**config.mk**
```make
export PLATFORM = sky130hd
export DESIGN_NAME = fetch_unit_flat
export DESIGN_NICKNAME = d
export VERILOG_FILES = /design/src/rtl/fetch_unit_if.sv /design/src/rtl/fetch_unit.sv /design/src/flat_wrapper.sv
export SDC_FILE = /design/constraint.sdc
export NUM_CORES = 1
export LEC_CHECK = 0
export BUFFER_PORTS_ARGS = -buffer_cell sky130_fd_sc_hd__buf_2
export CAP_MARGIN = 20
export CORE_MARGIN = 10
export CORE_UTILIZATION = 60
export CTS_CLUSTER_DIAMETER = 150
export DETAILED_ROUTE_END_ITERATION = 8
export PLACE_DENSITY = 0.81
export SLEW_MARGIN = 20
export SYNTH_ARGS = -nofsm -noshare
export SYNTH_HDL_FRONTEND = slang
export SYNTH_SLANG_ARGS = --single-unit
```
**constraint.sdc**
```tcl
create_clock -name clk -period 3.41 [get_ports clk]
set_clock_uncertainty 0.15 [all_clocks]
set_input_delay 0 -clock clk [delete_from_list [all_inputs] [get_ports clk]]
set_output_delay 0 -clock clk [all_outputs]
set_load 0.1 [all_outputs]
```
**src/rtl/fetch_unit_if.sv**
```systemverilog
// Signal bundle between the fetch unit and its environment: redirect, imem
// request/response channels and the decode-side valid/ready handshake.
interface fetch_unit_if #(
  parameter int XLEN = 32
);
  logic            redirect_valid;
  logic [XLEN-1:0] redirect_pc;
  logic            imem_req_valid;
  logic            imem_req_ready;
  logic [XLEN-1:0] imem_req_addr;
  logic            imem_resp_valid;
  logic            imem_resp_ready;
  logic [XLEN-1:0] imem_resp_data;
  logic            imem_resp_err;
  logic            if_valid;
  logic            if_ready;
  logic [XLEN-1:0] if_pc;
  logic [XLEN-1:0] if_instr;
  logic            if_err;

  modport master (
    input  redirect_valid, redirect_pc, imem_req_ready, imem_resp_valid,
           imem_resp_data, imem_resp_err, if_ready,
    output imem_req_valid, imem_req_addr, imem_resp_ready, if_valid, if_pc,
           if_instr, if_err
  );

  modport slave (
    output redirect_valid, redirect_pc, imem_req_ready, imem_resp_valid,
           imem_resp_data, imem_resp_err, if_ready,
    input  imem_req_valid, imem_req_addr, imem_resp_ready, if_valid, if_pc,
           if_instr, if_err
  );
endinterface

```
**src/rtl/fetch_unit.sv**
```systemverilog
// Instruction-fetch front end: owns the fetch PC, keeps a bounded number of imem
// requests in flight, queues tagged responses and hands them to decode.
module fetch_unit #(
  parameter int              XLEN            = 32,
  parameter logic [XLEN-1:0] RESET_PC        = {XLEN{1'b0}},
  parameter int              FIFO_DEPTH      = 4,
  parameter int              MAX_OUTSTANDING = 2
) (
  input logic          clk,
  input logic          reset_n,
  fetch_unit_if.master bus_io
);
  localparam int CW  = $clog2(MAX_OUTSTANDING + 1);
  localparam int QCW = $clog2(FIFO_DEPTH + 1);
  localparam int QPW = $clog2(FIFO_DEPTH);
  localparam int TPW = (MAX_OUTSTANDING > 1) ? $clog2(MAX_OUTSTANDING) : 1;
  localparam int SW  = QCW + 1;
  localparam logic [CW-1:0] MAX_OS  = CW'(MAX_OUTSTANDING);
  localparam logic [SW-1:0] DEPTH_S = SW'(FIFO_DEPTH);

  function automatic logic [QPW-1:0] q_inc(input logic [QPW-1:0] p);
    return (p == QPW'(FIFO_DEPTH - 1)) ? {QPW{1'b0}} : p + QPW'(1'b1);
  endfunction

  function automatic logic [TPW-1:0] t_inc(input logic [TPW-1:0] p);
    return (p == TPW'(MAX_OUTSTANDING - 1)) ? {TPW{1'b0}} : p + TPW'(1'b1);
  endfunction

  logic [XLEN-1:0] fetch_pc_q, fetch_pc_d;
  logic            run_q;
  logic [CW-1:0]   os_q, os_d, drop_q, drop_d;
  logic [XLEN-1:0] tag_mem_q [MAX_OUTSTANDING];
  logic [TPW-1:0]  tag_wr_q, tag_wr_d, tag_rd_q, tag_rd_d;
  logic [XLEN-1:0] q_pc_q    [FIFO_DEPTH];
  logic [XLEN-1:0] q_instr_q [FIFO_DEPTH];
  logic            q_err_q   [FIFO_DEPTH];
  logic [QPW-1:0]  q_wr_q, q_wr_d, q_rd_q, q_rd_d;
  logic [QCW-1:0]  q_cnt_q, q_cnt_d;
  logic            head_valid_q, head_valid_d;
  logic [XLEN-1:0] head_pc_q, head_pc_d, head_instr_q, head_instr_d;
  logic            head_err_q, head_err_d;

  logic [SW-1:0]   occ_s;
  logic [QCW-1:0]  cnt_pop_s;
  logic [XLEN-1:0] tag_s;
  logic            req_valid_s, req_fire_s, resp_s, drop_s, push_s, pop_s;

  // Handshake qualification; credits count queued entries plus requests still owed.
  always_comb begin
    occ_s       = SW'(q_cnt_q) + SW'(os_q);
    req_valid_s = run_q && !bus_io.redirect_valid && (os_q < MAX_OS) && (occ_s < DEPTH_S);
    req_fire_s  = req_valid_s && bus_io.imem_req_ready;
    resp_s      = bus_io.imem_resp_valid;
    drop_s      = (drop_q != {CW{1'b0}});
    push_s      = resp_s && !drop_s && !bus_io.redirect_valid;
    pop_s       = head_valid_q && bus_io.if_ready && !bus_io.redirect_valid;
    tag_s       = tag_mem_q[tag_rd_q];
  end

  // Next-state for PC, in-flight bookkeeping and queue pointers.
  always_comb begin
    fetch_pc_d = bus_io.redirect_valid ? (bus_io.redirect_pc & ~XLEN'(2'b11))
               : req_fire_s            ? fetch_pc_q + XLEN'(3'd4)
               :                         fetch_pc_q;
    os_d       = os_q + CW'(req_fire_s) - CW'(resp_s);
    // Everything owed after a redirect, plus a response arriving with it, is stale.
    drop_d     = bus_io.redirect_valid ? os_q - CW'(resp_s)
               : (resp_s && drop_s)    ? drop_q - CW'(1'b1)
               :                         drop_q;
    tag_wr_d   = req_fire_s ? t_inc(tag_wr_q) : tag_wr_q;
    tag_rd_d   = resp_s ? t_inc(tag_rd_q) : tag_rd_q;
    cnt_pop_s  = q_cnt_q - QCW'(pop_s);
    q_cnt_d    = bus_io.redirect_valid ? {QCW{1'b0}} : cnt_pop_s + QCW'(push_s);
    q_rd_d     = bus_io.redirect_valid ? {QPW{1'b0}} : (pop_s ? q_inc(q_rd_q) : q_rd_q);
    q_wr_d     = bus_io.redirect_valid ? {QPW{1'b0}} : (push_s ? q_inc(q_wr_q) : q_wr_q);
  end

  // Registered head: the next head comes from storage, or from the pushed response when the queue drains.
  always_comb begin
    head_valid_d = 1'b0;
    head_pc_d    = {XLEN{1'b0}};
    head_instr_d = {XLEN{1'b0}};
    head_err_d   = 1'b0;
    if (q_cnt_d == {QCW{1'b0}}) begin
      head_valid_d = 1'b0;
    end else if (cnt_pop_s != {QCW{1'b0}}) begin
      head_valid_d = 1'b1;
      head_pc_d    = q_pc_q[q_rd_d];
      head_instr_d = q_instr_q[q_rd_d];
      head_err_d   = q_err_q[q_rd_d];
    end else begin
      head_valid_d = 1'b1;
      head_pc_d    = tag_s;
      head_instr_d = bus_io.imem_resp_data;
      head_err_d   = bus_io.imem_resp_err;
    end
  end

  // Control and head registers.
  always_ff @(posedge clk or negedge reset_n) begin
    if (!reset_n) begin
      fetch_pc_q   <= RESET_PC;
      run_q        <= 1'b0;
      os_q         <= {CW{1'b0}};
      drop_q       <= {CW{1'b0}};
      tag_wr_q     <= {TPW{1'b0}};
      tag_rd_q     <= {TPW{1'b0}};
      q_wr_q       <= {QPW{1'b0}};
      q_rd_q       <= {QPW{1'b0}};
      q_cnt_q      <= {QCW{1'b0}};
      head_valid_q <= 1'b0;
      head_pc_q    <= {XLEN{1'b0}};
      head_instr_q <= {XLEN{1'b0}};
      head_err_q   <= 1'b0;
    end else begin
      fetch_pc_q   <= fetch_pc_d;
      run_q        <= 1'b1;
      os_q         <= os_d;
      drop_q       <= drop_d;
      tag_wr_q     <= tag_wr_d;
      tag_rd_q     <= tag_rd_d;
      q_wr_q       <= q_wr_d;
      q_rd_q       <= q_rd_d;
      q_cnt_q      <= q_cnt_d;
      head_valid_q <= head_valid_d;
      head_pc_q    <= head_pc_d;
      head_instr_q <= head_instr_d;
      head_err_q   <= head_err_d;
    end
  end

  // Tag and instruction storage.
  always_ff @(posedge clk or negedge reset_n) begin
    if (!reset_n) begin
      for (int i = 0; i < MAX_OUTSTANDING; i++) begin
        tag_mem_q[i] <= {XLEN{1'b0}};
      end
      for (int i = 0; i < FIFO_DEPTH; i++) begin
        q_pc_q[i]    <= {XLEN{1'b0}};
        q_instr_q[i] <= {XLEN{1'b0}};
        q_err_q[i]   <= 1'b0;
      end
    end else begin
      if (req_fire_s) begin
        tag_mem_q[tag_wr_q] <= fetch_pc_q;
      end
      if (push_s) begin
        q_pc_q[q_wr_q]    <= tag_s;
        q_instr_q[q_wr_q] <= bus_io.imem_resp_data;
        q_err_q[q_wr_q]   <= bus_io.imem_resp_err;
      end
    end
  end

  assign bus_io.imem_req_valid  = req_valid_s;
  assign bus_io.imem_req_addr   = fetch_pc_q;
  assign bus_io.imem_resp_ready = 1'b1;
  assign bus_io.if_valid        = head_valid_q;
  assign bus_io.if_pc           = head_pc_q;
  assign bus_io.if_instr        = head_instr_q;
  assign bus_io.if_err          = head_err_q;
endmodule
```
**src/flat_wrapper.sv**
```systemverilog
// flat-port wrapper written by rule: the top's interface ports become plain ports
module fetch_unit_flat 
#(
  parameter int              XLEN            = 32,
  parameter logic [XLEN-1:0] RESET_PC        = {XLEN{1'b0}},
  parameter int              FIFO_DEPTH      = 4,
  parameter int              MAX_OUTSTANDING = 2
)
  (clk, reset_n, bus_io_redirect_valid, bus_io_redirect_pc, bus_io_imem_req_ready, bus_io_imem_resp_valid, bus_io_imem_resp_data, bus_io_imem_resp_err, bus_io_if_ready, bus_io_imem_req_valid, bus_io_imem_req_addr, bus_io_imem_resp_ready, bus_io_if_valid, bus_io_if_pc, bus_io_if_instr, bus_io_if_err);
  fetch_unit_if #(.XLEN(XLEN)) bus_io_i ();
  input logic clk;
  input logic reset_n;
  input wire logic [$bits(bus_io_i.redirect_valid)-1:0] bus_io_redirect_valid;
  input wire logic [$bits(bus_io_i.redirect_pc)-1:0] bus_io_redirect_pc;
  input wire logic [$bits(bus_io_i.imem_req_ready)-1:0] bus_io_imem_req_ready;
  input wire logic [$bits(bus_io_i.imem_resp_valid)-1:0] bus_io_imem_resp_valid;
  input wire logic [$bits(bus_io_i.imem_resp_data)-1:0] bus_io_imem_resp_data;
  input wire logic [$bits(bus_io_i.imem_resp_err)-1:0] bus_io_imem_resp_err;
  input wire logic [$bits(bus_io_i.if_ready)-1:0] bus_io_if_ready;
  output wire logic [$bits(bus_io_i.imem_req_valid)-1:0] bus_io_imem_req_valid;
  output wire logic [$bits(bus_io_i.imem_req_addr)-1:0] bus_io_imem_req_addr;
  output wire logic [$bits(bus_io_i.imem_resp_ready)-1:0] bus_io_imem_resp_ready;
  output wire logic [$bits(bus_io_i.if_valid)-1:0] bus_io_if_valid;
  output wire logic [$bits(bus_io_i.if_pc)-1:0] bus_io_if_pc;
  output wire logic [$bits(bus_io_i.if_instr)-1:0] bus_io_if_instr;
  output wire logic [$bits(bus_io_i.if_err)-1:0] bus_io_if_err;
  assign bus_io_i.redirect_valid = bus_io_redirect_valid;
  assign bus_io_i.redirect_pc = bus_io_redirect_pc;
  assign bus_io_i.imem_req_ready = bus_io_imem_req_ready;
  assign bus_io_i.imem_resp_valid = bus_io_imem_resp_valid;
  assign bus_io_i.imem_resp_data = bus_io_imem_resp_data;
  assign bus_io_i.imem_resp_err = bus_io_imem_resp_err;
  assign bus_io_i.if_ready = bus_io_if_ready;
  assign bus_io_imem_req_valid = bus_io_i.imem_req_valid;
  assign bus_io_imem_req_addr = bus_io_i.imem_req_addr;
  assign bus_io_imem_resp_ready = bus_io_i.imem_resp_ready;
  assign bus_io_if_valid = bus_io_i.if_valid;
  assign bus_io_if_pc = bus_io_i.if_pc;
  assign bus_io_if_instr = bus_io_i.if_instr;
  assign bus_io_if_err = bus_io_i.if_err;
  fetch_unit #(.XLEN(XLEN), .RESET_PC(RESET_PC), .FIFO_DEPTH(FIFO_DEPTH), .MAX_OUTSTANDING(MAX_OUTSTANDING)) u_core (.clk(clk), .reset_n(reset_n), .bus_io(bus_io_i));
endmodule
```
=== Word level (Yosys, flattened, before mapping) ===
Index checks and enable logic that the tools add are counted.

* Bits in registers: 436
* Bits in latches: 0
* Memory bits (writable): 0
* Memory bits (read-only): 0
* Input port bits: 71
* Output and inout port bits: 100
* Logic and storage cells: 114
* Memories kept: 0

* Add/subtract/negate cells: 12
* Multiply operators: 0
* Divide/modulo/power cells: 0
* Order comparisons: 8
* Equality and inequality tests: 2
* Shifts and indexed selects: 0
* Muxes and demuxes: 42
* Bitwise logic cells: 4
* Reduce and logical (&&, ||, !) cells: 19

{| class="wikitable"
|+ Operators by type and width
! cell !! count
|-
| two-way mux 32 bit || 15
|-
| bitwise mux 128 bit || 2
|-
| binary-select mux 32 bit (select 2 bit) || 2
|-
| bitwise mux 64 bit || 1
|-
| demux 32 bit (select 2 bit) || 1
|-
| adder 32 x 3 -> 32 bit (second input constant) || 1
|-
| demux 32 bit (select 1 bit) || 1
|-
| two-way mux 2 bit || 8
|-
| logical AND 1 bit || 11
|-
| two-way mux 1 bit || 8
|-
| nonzero test 2 bit || 4
|-
| >= comparator 3 bit (second input constant) || 2
|-
| NOT 2 -> 3 bit || 2
|-
| adder 2 x 1 -> 2 bit (second input constant) || 2
|-
| adder 3 x 2 -> 4 bit || 1
|-
| bitwise mux 4 bit || 1
|-
| == test 2 bit (second input constant) || 2
|-
| >= comparator 2 bit (second input constant) || 2
|-
| less-than comparator 4 x 3 -> 1 bit (second input constant) || 1
|-
| NOT 1 -> 2 bit || 2
|-
| subtractor 2 x 1 -> 2 bit || 2
|-
| adder 3 x 1 -> 3 bit || 1
|-
| logical NOT 3 bit || 1
|-
| less-than comparator 3 x 1 -> 1 bit (second input constant) || 1
|-
| other kinds (11) || 13
|}

=== Depth between registers and ports, before layout ===
* Word-level depth: 10
* Depth in mapped cells: 13
* Gate-level depth less buffers: 9

=== Worst setup path before layout ===
Ideal clock, no wire load.

* Path type: reg2reg
* Start point: register u_core.head_valid_q (netlist: u_core.bus_io.if_valid)
* End point: register u_core.head_pc_q[13] (netlist: u_core.bus_io.if_pc[13])
* Data arrival time: 2854 ps
* Path slack: 259 ps
* Cell stages (with the launch flop): 12
* Clock period less this slack: 3151 ps
* Cell sequence: dfrtp_1 -> nand2_1 -> or2_2 -> nand2_1 -> nand2_1 -> ha_1 -> ha_1 -> xor2_1 -> a21o_1 -> clkbuf_1 -> clkbuf_1 -> a2111oi_1

* Word-level cells in the longest chain between the ends: 10
* Elaborated cells on any way between the ends: 15
* Classes of those cells: 2 x add/sub; 8 x mux; 1 x bitwise; 4 x reduce/logical

{| class="wikitable"
|+ Ends and longest elaborated chain
! element !! line !! text
|-
| start: declaration || fetch_unit.sv:39 || <nowiki>logic head_valid_q, head_valid_d;</nowiki>
|-
| start signal: assignment || fetch_unit.sv:125 || <nowiki>head_valid_q <= head_valid_d;</nowiki>
|-
| logical AND 1 bit * (2 in series) || fetch_unit.sv:56 || <nowiki>pop_s = head_valid_q && bus_io.if_ready && !bus_io.redirect_valid;</nowiki>
|-
| parallel branches: the longest is 7 deep, another holds subtractor 3 x 1 -> 3 bit || n/a ||
|-
| two-way mux 32 bit * || fetch_unit.sv:84 || <nowiki>if (q_cnt_d == {QCW{1'b0}}) begin</nowiki>
|-
| named net u_core.head_pc_d[13] || fetch_unit.sv:40 || <nowiki>logic [XLEN-1:0] head_pc_q, head_pc_d, head_instr_q, head_instr_d;</nowiki>
|-
| end signal: assignment || fetch_unit.sv:112 || <nowiki>head_pc_q <= {XLEN{1'b0}};</nowiki>
|-
| end signal: assignment || fetch_unit.sv:126 || <nowiki>head_pc_q <= head_pc_d;</nowiki>
|-
| end: declaration || fetch_unit.sv:40 ||
|}

Mark *: on every way through the listed nets, which the timed path passes. The select of a mux whose other input is x is not followed.
A chain may end at the register's enable or synchronous reset.

=== Final worst setup path ===
* Start point: register u_core.drop_q[0]
* End point: register u_core.head_instr_q[31] (netlist: u_core.bus_io.if_instr[31])

* Word-level cells in the longest chain between the ends: 8

{| class="wikitable"
|+ Ends and longest elaborated chain
! element !! line !! text
|-
| start: declaration || fetch_unit.sv:31 || <nowiki>logic [CW-1:0] os_q, os_d, drop_q, drop_d;</nowiki>
|-
| start signal: assignment || fetch_unit.sv:105 || <nowiki>drop_q <= {CW{1'b0}};</nowiki>
|-
| start signal: assignment || fetch_unit.sv:119 || <nowiki>drop_q <= drop_d;</nowiki>
|-
| nonzero test 2 bit || fetch_unit.sv:54 || <nowiki>drop_s = (drop_q != {CW{1'b0}});</nowiki>
|-
| logical NOT 1 bit || fetch_unit.sv:55 || <nowiki>push_s = resp_s && !drop_s && !bus_io.redirect_valid;</nowiki>
|-
| logical AND 1 bit (2 in series) || fetch_unit.sv:55 ||
|-
| adder 3 x 1 -> 3 bit || fetch_unit.sv:73 || <nowiki>q_cnt_d = bus_io.redirect_valid ? {QCW{1'b0}} : cnt_pop_s + QCW'(push_s);</nowiki>
|-
| two-way mux 3 bit || fetch_unit.sv:73 ||
|-
| logical NOT 3 bit || fetch_unit.sv:84 ||
|-
| two-way mux 32 bit || fetch_unit.sv:84 ||
|-
| named net u_core.head_instr_d[31] || fetch_unit.sv:40 ||
|-
| end signal: assignment || fetch_unit.sv:113 || <nowiki>head_instr_q <= {XLEN{1'b0}};</nowiki>
|-
| end signal: assignment || fetch_unit.sv:127 || <nowiki>head_instr_q <= head_instr_d;</nowiki>
|-
| end: declaration || fetch_unit.sv:40 ||
|}

The timed path passes the listed nets, and every way through them passes these cells.

==> results.py <==
metrics = {
    "run_status": {
        "status": "finished clean",
    },
    "global_routing": {
        "grt_first_pass_wirelength_um": 72900,
        "use_met2_pct": 38.4,
        "grtUsageMet1_pct": 30.3,
        "grt_usage_pct": 22.9,
        "met3_usage_pct": 3.82,
        "overflow": 0,
        "grt_max_degree": 88,
        "grt_pass1_vias": 13837,
        "busiest_layer": "met2",
        "antenna_found_initial": 0,
    },
    "layout": {
        "final_cells": 2186,
        "final_util_pct": 72.1,
        "antenna_cells": 0,
        "area_delta_synth_final_pct": 18.4,
        "final_common_cell": "dfrtp_1",
        "layout_common_cells": "dfrtp_1, mux2_2, buf_2",
        "fin_nets": 1842,
        "fill_cells": 2061,
        "drive_above_1_share_pct": 28.5,
        "multi_input_area_mm2": 0.00763,
        "regArea_mm2": 0.0105,
    },
    "pwr": {
        "pwr-share-clk_pct": 25.1,
        "powerDensity_mw_per_mm2": 848,
        "seq_power_share_pct": 37.5,
        "power_switching_mw": 7.51,
        "swShare_pct": 40.0,
        "peakVddDrop_uv": 680,
        "combPwrFrac_pct": 37.4,
        "p_leak_nw": 10.4,
        "p_int_mw": 11.3,
        "finalPower_mw": 18.8,
    },
    "sta": {
        "clock.fmax_ghz": 0.338,
        "slew_viol_final": 0,
        "finalSetupViolCount": 0,
        "tns_ps": 0,
        "maxSlewHeadroom_pct": 54.1,
        "min_period_ps": 2960,
        "grt_setup_unrepaired": "no",
        "hold_viol": 0,
        "tightest_slew_ps": 689,
        "finalCritPeriodShare_pct": 86.7,
    },
    "place": {
        "place_inst": 2038,
        "routabilityCongestion": 0.834,
        "dp_hpwl_um": 26500,
        "io_buffers": 165,
    },
    "routing": {
        "avgViaCountPerCell": 5.93,
        "vias": 12966,
        "drc": 0,
        "wl_per_cell_um": 20.4,
        "drtPass1Iterations": 5,
        "drt_wl_total_um": 44700,
        "dr.first_iter.drc_count": 908,
        "ant_nets": 0,
    },
    "cts": {
        "post_cts_buffers": 0,
        "cts_buffer_depth": 3,
        "clock-root-buffer": "clkbuf_16",
        "clk-insertion-delay-late_ps": 530,
        "cts_tree": "built",
        "path_clk_slew_ps": 60,
        "htreeDepth": 2,
        "clock-sinks": 421,
        "numCtsBuffers": 44,
    },
    "critical_path": {
        "crit_path_max_fanout": 56,
        "reg2reg_to": "u_core.bus_io.if_instr[31]$_DFF_PN0_",
        "crit_required_ps": 3630,
        "reg2reg_depth": 10,
        "critical_path.endpoint": "u_core.bus_io.if_instr[31]$_DFF_PN0_",
        "worstSetupPathType": "flop to flop",
        "cp.arrival_ps": 3180,
        "r2r_slack_ps": 450,
        "startpoint": "u_core.drop_q[0]$_DFFE_PN0P_",
        "crit_path_end_kind": "flop",
        "startpoint_type": "flop",
        "r2r_start": "u_core.drop_q[0]$_DFFE_PN0P_",
    },
    "synthesis": {
        "synth_seq_cells": 421,
        "yosysTopAreaCell": "dfrtp_1",
        "synth_ff_type": "dfrtp_1",
        "synth_area_leaders": "dfrtp_1, mux2_2, mux2i_1",
        "netlist_area_mm2": 0.0187,
        "async_reset_ff_share_pct": 100,
        "synth_top_area_share_pct": 56.4,
        "ys_seq_area_share_pct": 56.4,
        "synthCells": 1554,
        "ys_types": 54,
        "avgSynthCellArea_um2": 12.0,
        "synth_edf_count": 0,
        "yosys_warnings": 0,
    },
    "floorplan": {
        "io_pins": 171,
        "row_count": 64,
        "die_x_um": 196,
        "start_util_pct": 60.9,
        "core_mm2": 0.0307,
        "dieArea_mm2": 0.0386,
        "die_h_um": 196,
    },
    "hold_path": {
        "hold_path_class": "primary input to flop",
        "hold_start": "bus_io_redirect_pc[10]",
    },
    "job": {
        "maxCapViolations": 0,
    },
}
[metal layers]
| layer | vias to the layer above | share of wire (%) |
|---|---|---|
| li1 | 5895 | - |
| met1 | 6606 | 44 |
| met2 | 392 | 49 |
| met3 | 73 | 5.2 |
| met4 | 0 | 1.8 |
| met5 | - | 0 |
[how the worst min path moves through the flow]
stage,endpoint,slack (ps),cells after the start
after floorplan,u_core.bus_io.if_err$_DFF_PN0_,-450,0
after global placement,u_core.bus_io.if_instr[4]$_DFF_PN0_,-100,1
after detailed placement,u_core.bus_io.if_instr[5]$_DFF_PN0_,-100,1
after CTS,u_core.bus_io.imem_req_addr[29]$_DFFE_PN0P_,50,3
after global routing,u_core.bus_io.imem_req_addr[29]$_DFFE_PN0P_,80,3
final,u_core.bus_io.imem_req_addr[10]$_DFFE_PN0P_,80,4
[metrics by stage]
stage	hold WS, ps	instance area, um2	setup WS [ps]
after floorplan	-446	18700	259
after global placement	-102	20000	422
after detailed placement	-97.7	20000	281
after CTS	45.6	22100	270
after global routing	81.1	22100	236
final	81.0	22100	455
[power by group through the flow]
| stage | registers, mW | logic (mW) | clock network, mW |
|---|---|---|---|
| after global routing | 7.17 | 7.55 | 5.00 |
| after detailed placement | 7.09 | 6.91 | 0 |
| after CTS | 7.01 | 7.02 | 4.79 |
| final | 7.03 | 7.02 | 4.71 |
| after global placement | 7.00 | 6.73 | 0 |
| after floorplan | 8.90 | 3.35 | 0 |
[area by class of cell]
class / instances / area share, %
clock buffers: 67 / 6.01
clock inverters: 11 / 0.504
inverters: 14 / 0.238
multi-input cells: 1009 / 34.5
flip-flops and latches: 421 / 47.6
well taps: 396 / 2.24
repair buffers: 268 / 8.88
[kinds of logic after synthesis]
kind of cell               count (synthesis)  share of synthesized area (%)
xor gates and xnor gates                  13                          0.609
and+or+nand+nor                          380                           9.25
muxes                                    351                           20.5
adders and majority gates                 13                          0.871
buffers and inverters                    127                           3.16
DFF                                      421                           56.4
AOI/OAI and AO/OA                        247                           9.17
other                                      2                         0.0402
[cell usage after synthesis, drive strengths merged (3+ instances only)]
cell     number
a2111oi      63
a21o          3
a21oi        11
a221o         3
a31oi         4
and2          4
and3          7
buf          45
clkbuf       68
dfrtp       421
ha           13
inv          14
mux2        254
mux2i        97
nand2       166
nand3        20
nand4        12
nor2        113
nor2b        35
nor3          5
nor4          4
o211ai        8
o21ai       142
o311ai        7
or4           3
xnor2         8
xor2          5
[repair_timing]
item / in CTS / in global routing
endpoints found under the setup margin: 0 / 1
hold buffers: 70 / 0
gates resized for setup: 0 / 1
hold endpoints to repair: 486 / 0
[registers in the layout, summed over array words and instances, names as in the netlist]
register                     count
u_core.q_pc_q                  120
u_core.q_cnt_q                   3
u_core.tag_rd_q                  1
u_core.drop_q                    2
u_core.tag_wr_q                  1
u_core.tag_mem_q                60
u_core.q_instr_q               128
u_core.bus_io.if_instr          32
u_core.q_rd_q                    2
u_core.bus_io.if_pc             31
u_core.bus_io.imem_req_addr     30
u_core.bus_io.if_err             1
u_core.q_wr_q                    2
u_core.q_err_q                   4
u_core.bus_io.if_valid           1
u_core.run_q                     1
u_core.os_q                      2
[critical path, cell delays in order, from the launching register on]
cell and delay [ps]:
dfrtp_1 380, inv_1 60, ha_1 170, nand2_1 120, nor2_2 400, ha_1 230
ha_1 160, xor2_1 90, a21o_2 310, buf_12 250, a2111oi_0 440
(Power assumes the default switching activity.)
